<file path="src/rtl/sparc_exu_div_satgen_pkg.sv">
// Shared exu definitions for the divider quotient saturation stage:
// 32-bit saturation constants, stage-valid encoding and the S2 result select.
package sparc_exu_div_satgen_pkg;

  localparam logic [31:0] SAT_POS32 = 32'h7FFF_FFFF;
  localparam logic [31:0] SAT_NEG32 = 32'h8000_0000;
  localparam logic [31:0] SAT_U32   = 32'hFFFF_FFFF;

  typedef enum logic {
    STG_EMPTY = 1'b0,
    STG_FULL  = 1'b1
  } stg_vld_e;

  typedef struct packed {
    logic [31:0] lo;
    logic        is_signed;
    logic        msb;
    logic        u_hi;
    logic        u_lo;
    logic        z_hi;
  } s1_data_t;

  // u_hi and u_lo overlap on bit 47, so together they cover all of [63:31].
  function automatic logic [32:0] sat_select(input s1_data_t s1);
    logic        ovf;
    logic [31:0] res;
    ovf = s1.is_signed ? ~(s1.u_hi & s1.u_lo) : ~s1.z_hi;
    if (!ovf)
      res = s1.lo;
    else if (!s1.is_signed)
      res = SAT_U32;
    else
      res = s1.msb ? SAT_NEG32 : SAT_POS32;
    return {ovf, res};
  endfunction

endpackage

</file>
<file path="src/rtl/sparc_exu_div_satgen_chk.sv">
// Uniformity detector: high when all 17 input bits carry the same value.
module sparc_exu_satgen_chk (
  input  logic [16:0] din,
  output logic        same
);

  assign same = (&din) | ~(|din);

endmodule

</file>
<file path="src/rtl/sparc_exu_div_satgen.sv">
// Two-stage quotient saturation pipeline: S1 captures the overflow checks,
// S2 selects the saturated or pass-through 32-bit result behind a valid/ready handshake.
module sparc_exu_div_satgen
  import sparc_exu_div_satgen_pkg::*;
(
  input  logic        rclk,
  input  logic        rst_l,
  input  logic        in_vld,
  output logic        in_rdy,
  input  logic [63:0] in_data,
  input  logic        in_signed,
  output logic        out_vld,
  input  logic        out_rdy,
  output logic [31:0] out_data,
  output logic        out_ovf
);

  stg_vld_e    s1_stg;
  stg_vld_e    out_stg;
  s1_data_t    s1_d;
  s1_data_t    s1_q;
  logic        u_hi;
  logic        u_lo;
  logic        s1_vld;
  logic        s2_adv;
  logic        in_xfer;
  logic        s2_load;
  logic [32:0] sel;

  sparc_exu_satgen_chk u_hi_chk (
    .din  (in_data[63:47]),
    .same (u_hi)
  );

  sparc_exu_satgen_chk u_lo_chk (
    .din  (in_data[47:31]),
    .same (u_lo)
  );

  assign s1_vld  = (s1_stg == STG_FULL);
  assign out_vld = (out_stg == STG_FULL);
  assign s2_adv  = ~out_vld | out_rdy;
  assign in_rdy  = ~s1_vld | s2_adv;
  assign in_xfer = in_vld & in_rdy;
  assign s2_load = s1_vld & s2_adv;
  assign sel     = sat_select(s1_q);

  always_comb begin
    s1_d           = '0;
    s1_d.lo        = in_data[31:0];
    s1_d.is_signed = in_signed;
    s1_d.msb       = in_data[63];
    s1_d.u_hi      = u_hi;
    s1_d.u_lo      = u_lo;
    s1_d.z_hi      = ~(|in_data[63:32]);
  end

  // Only the stage valids are reset; S1 empties into S2 whenever S2 can advance.
  always_ff @(posedge rclk) begin
    if (!rst_l) begin
      s1_stg  <= STG_EMPTY;
      out_stg <= STG_EMPTY;
    end else begin
      if (in_rdy)
        s1_stg <= in_vld ? STG_FULL : STG_EMPTY;
      if (s2_adv)
        out_stg <= s1_vld ? STG_FULL : STG_EMPTY;
    end
  end

  always_ff @(posedge rclk) begin
    if (in_xfer)
      s1_q <= s1_d;
    if (s2_load)
      {out_ovf, out_data} <= sel;
  end

endmodule

</file>
<file path="config.mk">
export PLATFORM = sky130hd
export DESIGN_NAME = sparc_exu_div_satgen
export DESIGN_NICKNAME = d
export VERILOG_FILES = /design/src/rtl/sparc_exu_div_satgen_pkg.sv /design/src/rtl/sparc_exu_div_satgen_chk.sv /design/src/rtl/sparc_exu_div_satgen.sv
export SDC_FILE = /design/constraint.sdc
export NUM_CORES = 1
export LEC_CHECK = 0
export CAP_MARGIN = 10
export CORE_ASPECT_RATIO = 1.1
export CORE_MARGIN = 2
export CORE_UTILIZATION = 43
export DETAILED_ROUTE_END_ITERATION = 7
export PLACE_DENSITY = 0.79
export SYNTH_ARGS = -nofsm -noshare
export SYNTH_HDL_FRONTEND = slang
export SYNTH_SLANG_ARGS = --single-unit
</file>
<file path="constraint.sdc">
create_clock -name rclk -period 3.5 [get_ports rclk]
set_clock_uncertainty 0.2 [all_clocks]
set_input_delay 0.35 -clock rclk [delete_from_list [all_inputs] [get_ports rclk]]
set_output_delay 0.35 -clock rclk [all_outputs]
set_load 0.05 [all_outputs]
</file>
==> run summary <==
### Timing
* RSZ-0062 raised after global routing: no
* Slew Limit Fails: 0
* actual slew at the worst max-slew pin: 0.874 ns
* min Tclk post-route: 2.46 ns
* headroom to the max-slew limit: 41.6%
* total negative slack for setup checks: 0 ns
* Final setup violation count: 0
* final count of hold timing violations: 0
* f_max: 407 MHz
* minimum setup slack in the final design: 1.04 ns
* period utilization: 70.2%

### Critical path
* Critical Path Start Type: input port
* maximum fanout count along the critical path: 4
* CP most frequent cell: clkdlybuf4s50_1
* sequence of cells on the critical path: clkdlybuf4s50_1 -> nor2b_1 -> nand2_1 -> clkdlybuf4s50_1
* Crit Path Category: in -> out
* data required time at the worst endpoint: 2.95 ns
* data arrival time of the worst path: 1.91 ns
* slowest cell on the critical path: clkdlybuf4s50_1
* type of destination of the critical path: output port
* largest stage delay on the critical path: 0.71 ns

### Clock network
* Setup Fix Bufs, Post-CTS: 0
* Longest Clk Path Bufs: 2
* CTS resizes: 0
* clock transition at the registers of the reported paths: 0.07 ns
* number of buffers inserted for hold repair after clock tree synthesis: 0
* number of sinks on the clock net: 72
* Clock Latency Late Sink: 0.32 ns
* root buf cell: clkbuf_8
* H-tree depth reported by CTS: 3
* clock tree from TritonCTS: built
* total CTS buffers: 9

### Finish
* design area: 4000 um2
* most common cell after layout, fill and taps aside: clkdlybuf4s50_1
* number of diodes added for antenna fixing: 0
* most frequent cells in the layout: 103 x clkdlybuf4s50_1, 70 x edfxtp_1, 32 x a21o_1, 10 x clkbuf_8, 9 x nand4_1
* synthesis-to-layout area growth: 51.2%
* number of nets in the finished design: 326
* fraction of final layout cells with drive strength greater than 1: 6.49%

### Place
* area after detailed placement: 3760 um2
* IO buf count: 103
* Final Wtd Congestion: 0.791
* post-placement worst setup slack: 1.04 ns

### Synthesis
* portion of the post-synthesis area used by sequential elements: 80.9%
* syn nets: 218
* average instance area after synthesis: 17.8 um2
* post-synth design cell area: 2650 um2
* Cells after Synth: 149
* Yosys warning count: 0
* cell taking the most area after synthesis: edfxtp_1
* share of Yosys cell area claimed by the top area cell type: 79.4%
* post-synthesis register bit count: 72
* largest cells by area after synthesis: edfxtp_1 79%, a21o_1 9.1%, nand4_1 2.1%
* number of unique standard cell types used by synthesis: 20

### Routing
* total via count in the routed design: 1690
* initial drt markers: 150
* mean routed wirelength per cell: 14.3 um
* DRT antenna net count: 0
* Via-to-Cell Ratio: 4.99
* first drt pass iteration count: 4
* total DRC errors in the routed layout: 0
* total wire length after detailed routing: 4840 um

### Floorplan
* Die Span Y: 86.3 um
* starting density of the core: 45.3%
* core area: 5840 um2
* Die Wd: 78.8 um
* number of top-level design ports: 104
* Std-Cell Rows: 29
* total die area: 6800 um2

### Global route
* maximum number of pins on one net before global-route repair: 38
* global-route usage over all layers: 15.5%
* number of global-route vias before repair: 1778
* number of antenna violations at the first check in global routing: 0
* GRT overflow: 0
* first-pass GRT wire length: 7830 um

### Power
* Static Leak: 1.45 nW
* Peak supply drop: 313 uV
* power density over the cells: 508 nW/um2

### Worst hold path
* Hold Crit Class: reg -> reg

### Job
* number of max-cap violations: 0

### Status
* status: complete, no violations

area by class of cell:
class | count | area (um2)
clock buffer | 13 | 149
clock inverter | 3 | 90.1
fill | 419 | 1840
inverter | 1 | 3.75
multi-input combinational | 70 | 492
sequential | 72 | 2140
tap | 77 | 96.3
timing repair buffer | 103 | 1030
flip-flops by register name, indices dropped and copies added (netlist names):
signal,cells
out_vld,1
out_ovf,1
s1_q,37
s1_stg,1
out_data,32
per-layer routing:
metal | vias to the layer above | global-route usage [%] | share of wire (%)
met5 | - | 0 | 0
li1 | 818 | - | -
met4 | 0 | 5.49 | 0.64
met1 | 794 | 16.5 | 37
met2 | 74 | 27.9 | 54
met3 | 4 | 6.04 | 8.0
power breakdown:
group | switching (W) | total, W | leakage, nW | internal (W)
combinational | 0.000135 | 0.000257 | 0.652 | 0.000122
sequential | 0.0000140 | 0.00102 | 0.680 | 0.00100
clock | 0.000264 | 0.000758 | 0.118 | 0.000494
critical path, delay by kind of cell:
family / cells / cell delay (ns)
AND/OR/NAND/NOR: 2 / 0.44
buffers and inverters: 2 / 1.11
Yosys cell counts:
cell      count
edfxtp_1     70
a21o_1       32
nand4_1       9
nor4_1        8
buf_2         6
nor2b_1       4
nand2_1       3
a21oi_1       2
dfxtp_1       2
nor2_1        2
or4_1         2
a22oi_1       1
a31o_2        1
and2_1        1
inv_1         1
mux2i_1       1
nand3_1       1
o21a_1        1
o21ai_0       1
o22ai_1       1
cell families (layout without fill, tap and decap cells):
group	after synthesis	in the layout	share of synthesized area [%]
DFF	72	72	80.9
AOI/OAI and AO/OA	39	39	10.8
and+or+nand+nor	30	30	6.66
buffers and inverters	7	120	1.28
muxes	1	1	0.378
stage by stage:
stage / power, W / hold slack, ns / std cells / utilization [%]
after global routing: 0.00211 / 0.322 / 339 / 68.5
after CTS: 0.00205 / 0.321 / 339 / 68.5
after global placement: 0.00129 / 0.298 / 323 / 64.4
final: 0.00203 / 0.317 / 339 / 68.5
after floorplan: 0.00116 / 0.249 / 149 / -
after detailed placement: 0.00129 / 0.303 / 323 / 64.4
worst paths after layout:
kind / startpoint / to / slack, ns / cells past startpoint
hold reg to reg: s1_q[5]$_DFFE_PP_ / out_data[0]$_DFFE_PP_ / 0.32 / 1
setup reg to reg: s1_q[4]$_DFFE_PP_ / out_ovf$_DFFE_PP_ / 1.55 / 3
hold / removal: s1_q[5]$_DFFE_PP_ / out_data[0]$_DFFE_PP_ / 0.32 / 1
setup / recovery: out_rdy / in_rdy / 1.04 / 4
(Power assumes the default switching activity.)
